**config.mk**
```make
export PLATFORM = sky130hd
export DESIGN_NAME = comp_serial_ctrl
export DESIGN_NICKNAME = d
export VERILOG_FILES = /design/src/rtl/comp_pkg.sv /design/src/rtl/comp_bit_cell.sv /design/src/rtl/comp_serial_ctrl.sv
export SDC_FILE = /design/constraint.sdc
export NUM_CORES = 1
export LEC_CHECK = 0
export CAP_MARGIN = 20
export CORE_AREA = 8 8 65 67
export CTS_CLUSTER_DIAMETER = 120
export DETAILED_ROUTE_END_ITERATION = 7
export DIE_AREA = 0 0 73 75
export DONT_BUFFER_PORTS = 1
export MAX_ROUTING_LAYER = met4
export PLACE_DENSITY = 0.63
export SLEW_MARGIN = 30
export SYNTH_ARGS = -nofsm -noshare
export SYNTH_HDL_FRONTEND = slang
export SYNTH_SLANG_ARGS = --single-unit
```
**constraint.sdc**
```tcl
create_clock -name clk -period 1.5 [get_ports clk]
set_input_delay 0.3 -clock clk [delete_from_list [all_inputs] [get_ports clk]]
set_output_delay 0.3 -clock clk [all_outputs]
set_load 0.01 [all_outputs]
```
**src/rtl/comp_pkg.sv**
```systemverilog
`default_nettype none
// +----------------------------------------------------------------------------+
// | Module   : comp_pkg                                                        |
// | Brief    : Shared types and helpers for the bit-serial comparator.         |
// | Revision : 1.0 - initial release                                           |
// +----------------------------------------------------------------------------+
package comp_pkg;

  typedef enum logic [1:0] {
    IDLE  = 2'd0,
    SHIFT = 2'd1,
    DONE  = 2'd2
  } state_t;

  localparam int COMP_WIDTH_DEF = 8;

  // Bits needed to hold a counter spanning 0..value-1.
  function automatic int clog2(input int value);
    int r;
    int v;
    r = 0;
    v = value - 1;
    while (v > 0) begin
      r = r + 1;
      v = v >> 1;
    end
    return r;
  endfunction

endpackage : comp_pkg
`default_nettype wire

```
**src/rtl/comp_bit_cell.sv**
```systemverilog
`default_nettype none
// +----------------------------------------------------------------------------+
// | Module   : comp_bit_cell                                                   |
// | Brief    : Combinational 1-bit magnitude compare cell.                     |
// | Revision : 1.0 - initial release                                           |
// +----------------------------------------------------------------------------+
module comp_bit_cell (
  input  logic a_bit,
  input  logic b_bit,
  output logic bit_gt,
  output logic bit_lt
);

  assign bit_gt = a_bit & ~b_bit;
  assign bit_lt = ~a_bit & b_bit;

endmodule : comp_bit_cell
`default_nettype wire

```
**src/rtl/comp_serial_ctrl.sv**
```systemverilog
`default_nettype none
// +----------------------------------------------------------------------------+
// | Module   : comp_serial_ctrl                                                |
// | Brief    : MSB-first bit-serial unsigned magnitude comparator with         |
// |            start/ready handshake and a one-cycle done pulse.               |
// |            Define COMP_EARLY_EXIT_EN to finish on the first differing bit. |
// | Revision : 1.0 - initial release                                           |
// +----------------------------------------------------------------------------+
module comp_serial_ctrl
  import comp_pkg::*;
#(
  parameter int WIDTH = COMP_WIDTH_DEF
) (
  input  logic             clk,
  input  logic             rst,
  input  logic             start,
  input  logic [WIDTH-1:0] a,
  input  logic [WIDTH-1:0] b,
  output logic             ready,
  output logic             busy,
  output logic             done,
  output logic             a_gt_b,
  output logic             a_eq_b,
  output logic             a_lt_b
);

  localparam int CNT_W = clog2(WIDTH);

  state_t             state_q, state_d;
  logic [WIDTH-1:0]   sa_q, sa_d;
  logic [WIDTH-1:0]   sb_q, sb_d;
  logic [CNT_W-1:0]   cnt_q, cnt_d;
  logic               decided_q, decided_d;
  logic               gt_q, gt_d;
  logic               lt_q, lt_d;
  logic               a_gt_b_q, a_gt_b_d;
  logic               a_eq_b_q, a_eq_b_d;
  logic               a_lt_b_q, a_lt_b_d;

  logic               bit_gt;
  logic               bit_lt;
  logic               diff_now;
  logic               last_bit;
  logic               finish;

  comp_bit_cell u_cell (
    .a_bit  (sa_q[WIDTH-1]),
    .b_bit  (sb_q[WIDTH-1]),
    .bit_gt (bit_gt),
    .bit_lt (bit_lt)
  );

  assign diff_now = ~decided_q & (bit_gt | bit_lt);
  assign last_bit = (cnt_q == '0);

`ifdef COMP_EARLY_EXIT_EN
  assign finish = last_bit | diff_now;
`else
  assign finish = last_bit;
`endif

  always_comb begin
    state_d   = state_q;
    sa_d      = sa_q;
    sb_d      = sb_q;
    cnt_d     = cnt_q;
    decided_d = decided_q;
    gt_d      = gt_q;
    lt_d      = lt_q;
    a_gt_b_d  = a_gt_b_q;
    a_eq_b_d  = a_eq_b_q;
    a_lt_b_d  = a_lt_b_q;

    case (state_q)
      IDLE: begin
        if (start) begin
          sa_d      = a;
          sb_d      = b;
          cnt_d     = CNT_W'(WIDTH - 1);
          decided_d = 1'b0;
          gt_d      = 1'b0;
          lt_d      = 1'b0;
          state_d   = SHIFT;
        end
      end
      SHIFT: begin
        if (diff_now) begin
          gt_d      = bit_gt;
          lt_d      = bit_lt;
          decided_d = 1'b1;
        end
        sa_d  = {sa_q[WIDTH-2:0], 1'b0};
        sb_d  = {sb_q[WIDTH-2:0], 1'b0};
        cnt_d = cnt_q - CNT_W'(1);
        // Flags take the post-update verdict so the deciding bit itself counts.
        if (finish) begin
          a_gt_b_d = gt_d;
          a_lt_b_d = lt_d;
          a_eq_b_d = ~decided_d;
          state_d  = DONE;
        end
      end
      DONE: begin
        state_d = IDLE;
      end
      default: begin
        state_d = IDLE;
      end
    endcase
  end

  always_ff @(posedge clk or posedge rst) begin
    if (rst) begin
      state_q   <= IDLE;
      sa_q      <= '0;
      sb_q      <= '0;
      cnt_q     <= '0;
      decided_q <= 1'b0;
      gt_q      <= 1'b0;
      lt_q      <= 1'b0;
      a_gt_b_q  <= 1'b0;
      a_eq_b_q  <= 1'b0;
      a_lt_b_q  <= 1'b0;
    end else begin
      state_q   <= state_d;
      sa_q      <= sa_d;
      sb_q      <= sb_d;
      cnt_q     <= cnt_d;
      decided_q <= decided_d;
      gt_q      <= gt_d;
      lt_q      <= lt_d;
      a_gt_b_q  <= a_gt_b_d;
      a_eq_b_q  <= a_eq_b_d;
      a_lt_b_q  <= a_lt_b_d;
    end
  end

  assign ready  = (state_q == IDLE);
  assign busy   = (state_q == SHIFT);
  assign done   = (state_q == DONE);
  assign a_gt_b = a_gt_b_q;
  assign a_eq_b = a_eq_b_q;
  assign a_lt_b = a_lt_b_q;

endmodule : comp_serial_ctrl
`default_nettype wire

```
==> results.yml <==
outcome:
  status: "finished clean"
drt:
  first_pass_iters: 4
  m1WireLength_um: 1270
  wire_per_inst_um: 14.9
  vias_per_cell: 5.23
  drtAntennaViolNets: 0
  top_layer: "met4"
  wl_met2_um: 1360
  drtIter0Drc: 28
  wl_met3_um: 174
  via_count: 993
  drc: 0
  wirelength_um: 2820
global_routing:
  grt_overflow: 0
  grt_pass1_vias: 1038
  antenna_found_initial: 0
  grt_usage_pct: 11.3
  grt_pass1_wl_um: 4810
  grt_max_degree: 28
floorplan:
  core_area_sq_mm: 0.00323
  initial_core_util_pct: 42.6
  chipHeight_um: 75
  io_pins: 25
  die-width_um: 73
  num_rows: 21
  dieArea_sq_mm: 0.00548
critical_path:
  max_stage_delay_ps: 490
  path_delay_family: "flip-flops"
  required_ps: 1200
  critPathKind: "reg2out"
  path_buf_inv: 1
  r2r_start: "sb_q[7]"
  crit_start: "state_q[0]"
  cp-start-kind: "register"
  cp.arrival_ps: 1160
  cp-end-kind: "output port"
  cp_max_fo: 14
  path_cells: "buf_4 > nor2b_4"
  crit_slowest_cell: "dfrtp_2"
synthesis:
  syn_avg_cell_area_sq_um: 9.91
  synthTopCellsByArea: "dfrtp_1, a21oi_1, o21ai_1"
  yosysWarnings: 0
  synth_seq_cells: 27
  synth_seq_area_share_pct: 49.0
  netlist_area_sq_mm: 0.00138
  synthCells: 139
  yosysUniqueCellTypes: 27
  synth_top_cell_by_area: "dfrtp_1"
  synth_top_area_share_pct: 49.0
  syn-num-nets: 162
sta:
  period_needed_ps: 1460
  fmax_mhz: 685
  hold_violations: 0
  fin_skew_ps: 8.97
  worst-slew-pin-transition_ps: 355
  rsz0062_at_grt: "yes"
  worst_slack_ps: 40.6
  finalCritPeriodShare_pct: 97.3
  setup_tns_ps: 0
  finalSetupViolations: 0
  maxSlewHeadroom_pct: 76.3
  slew_violations: 0
place:
  dp_slack_ps: 6.40
  dpl.hpwl_um: 1990
  gp_congestion: 0.855
  io_buffers: 0
  dp_cells: 181
final_layout:
  stdcell_count: 190
  nets: 168
  antenna_cells: 0
  drive_above_1_share_pct: 18.8
  area_growth_pct: 10.8
clocking:
  cts_sinks: 27
  clock_latency_ps: 330
  cts_root_buf: "clkbuf_4"
  max-clock-path-buffers: 2
  h-tree-depth: 1
  cts_inserted_buffers: 3
  cts_tree: "yes"
  clk_pin_slew_ps: 150
power_and_ir_drop:
  leakage_nw: 0.695
  power.density_mw_per_mm2: 1700
  vdd.ir_drop.worst_mv: 0.968
min_path:
  holdCritStartpoint: "b[3]"
  hold_class: "in2reg"
job:
  max-cap-violations: 0
## area by class of cell
class	count	area, sq um
fill	314	1710
multi-input combinational	95	652
clock inverter	1	5.00
timing repair buffer	10	77.6
tap	46	57.6
clock buffer	3	22.5
sequential	27	677
inverter	8	35.0
## metal layers
layer	vias to the layer above	global-route usage, %
li1	489	-
met1	481	13.7
met2	21	17.9
met3	2	4.13
met4	0	2.00
met5	-	-
## flip-flops by register name, summed over array words and instances, names as in the netlist
| register | flops |
|---|---|
| sb_q | 8 |
| cnt_q | 3 |
| state_q | 2 |
| lt_q | 1 |
| a_eq_b | 1 |
| sa_q | 8 |
| a_lt_b | 1 |
| a_gt_b | 1 |
| decided_q | 1 |
| gt_q | 1 |
## report_power, final
part	switching, mW	total [mW]	internal [mW]	leakage, nW
clock	0.219	0.319	0.100	0.0177
combinational	0.561	1.06	0.496	0.334
sequential	0.217	1.21	0.996	0.344
## final timing paths
kind | endpoint | slack, ps | cells after the start
setup reg to reg | gt_q | 100 | 5
hold / removal | sb_q[3] | 140 | 2
hold reg to reg | sa_q[2] | 500 | 2
setup / recovery | done | 40 | 2
min in group asynchronous | sa_q[4] | 440 | 3
max in group asynchronous | state_q[0] | 790 | 3
## kinds of logic (layout without fill, tap and decap cells)
logic type	Yosys count	after routing	synth area share, %
compound gates	51	51	21.8
simple gates	37	37	16.3
fa+ha+maj	4	4	3.63
mux	3	3	2.18
flops	27	27	49.0
buf+inv	17	22	6.99
## Yosys cell counts
master,number
a21oi_1,16
a22oi_1,9
a2bb2oi_1,1
a31o_1,1
a31oi_1,1
and2b_1,1
and2b_2,5
and3b_1,6
and4bb_1,1
buf_2,2
buf_4,3
buf_6,2
clkbuf_1,1
clkbuf_4,1
dfrtp_1,27
ha_1,4
inv_1,7
inv_2,1
mux2i_1,3
nand2_1,12
nand2b_1,1
nand3b_1,1
nor2_1,5
nor2b_1,5
o21ai_0,7
o21ai_1,15
o21bai_4,1
## timing repair
action / in CTS / in global routing
hold buffers: 1 / 0
resized for setup: 6 / 7
setup buffers: 1 / 3
hold endpoints to repair: 27 / 0
pin swaps: 0 / 0
endpoints found under the setup margin: 4 / 7
## placed cells by master (no fill, tap or decap)
cell type       n
a21oi_1        16
a22oi_1         9
a2bb2oi_1       1
a31o_1          1
a31oi_1         1
and2b_1         1
and2b_2         5
and3b_1         6
and4bb_1        1
buf_4           9
clkbuf_4        3
clkinv_2        1
dfrtp_1        26
dfrtp_2         1
dlygate4sd3_1   1
ha_1            3
ha_4            1
inv_1           7
inv_6           1
mux2i_1         2
mux2i_2         1
nand2_1        12
nand2b_4        1
nand3b_1        1
nor2_1          3
nor2_4          2
nor2b_1         4
nor2b_4         1
o21ai_0         7
o21ai_1        15
o21bai_4        1
## worst register-to-register path: stages (launching register included)
cell	delay, ps
dfrtp_1	430
inv_1	130
ha_4	230
nor2_4	140
mux2i_2	240
o21ai_0	110
## per-stage QoR
| stage | utilization, % | instance area [sq um] | hold slack (ps) | power (mW) |
|---|---|---|---|---|
| 3_3_place_gp | 43.5 | 1410 | 269 | 2.07 |
| 4_1_cts | 45.3 | 1470 | 134 | 2.48 |
| 2_1_floorplan | - | 1380 | 353 | 1.93 |
| 3_5_place_dp | 43.5 | 1410 | 276 | 2.12 |
| 6_report | 47.2 | 1530 | 142 | 2.59 |
| 5_1_grt | 47.2 | 1530 | 122 | 2.82 |
Note: power is estimated with default switching activity, not from simulation.
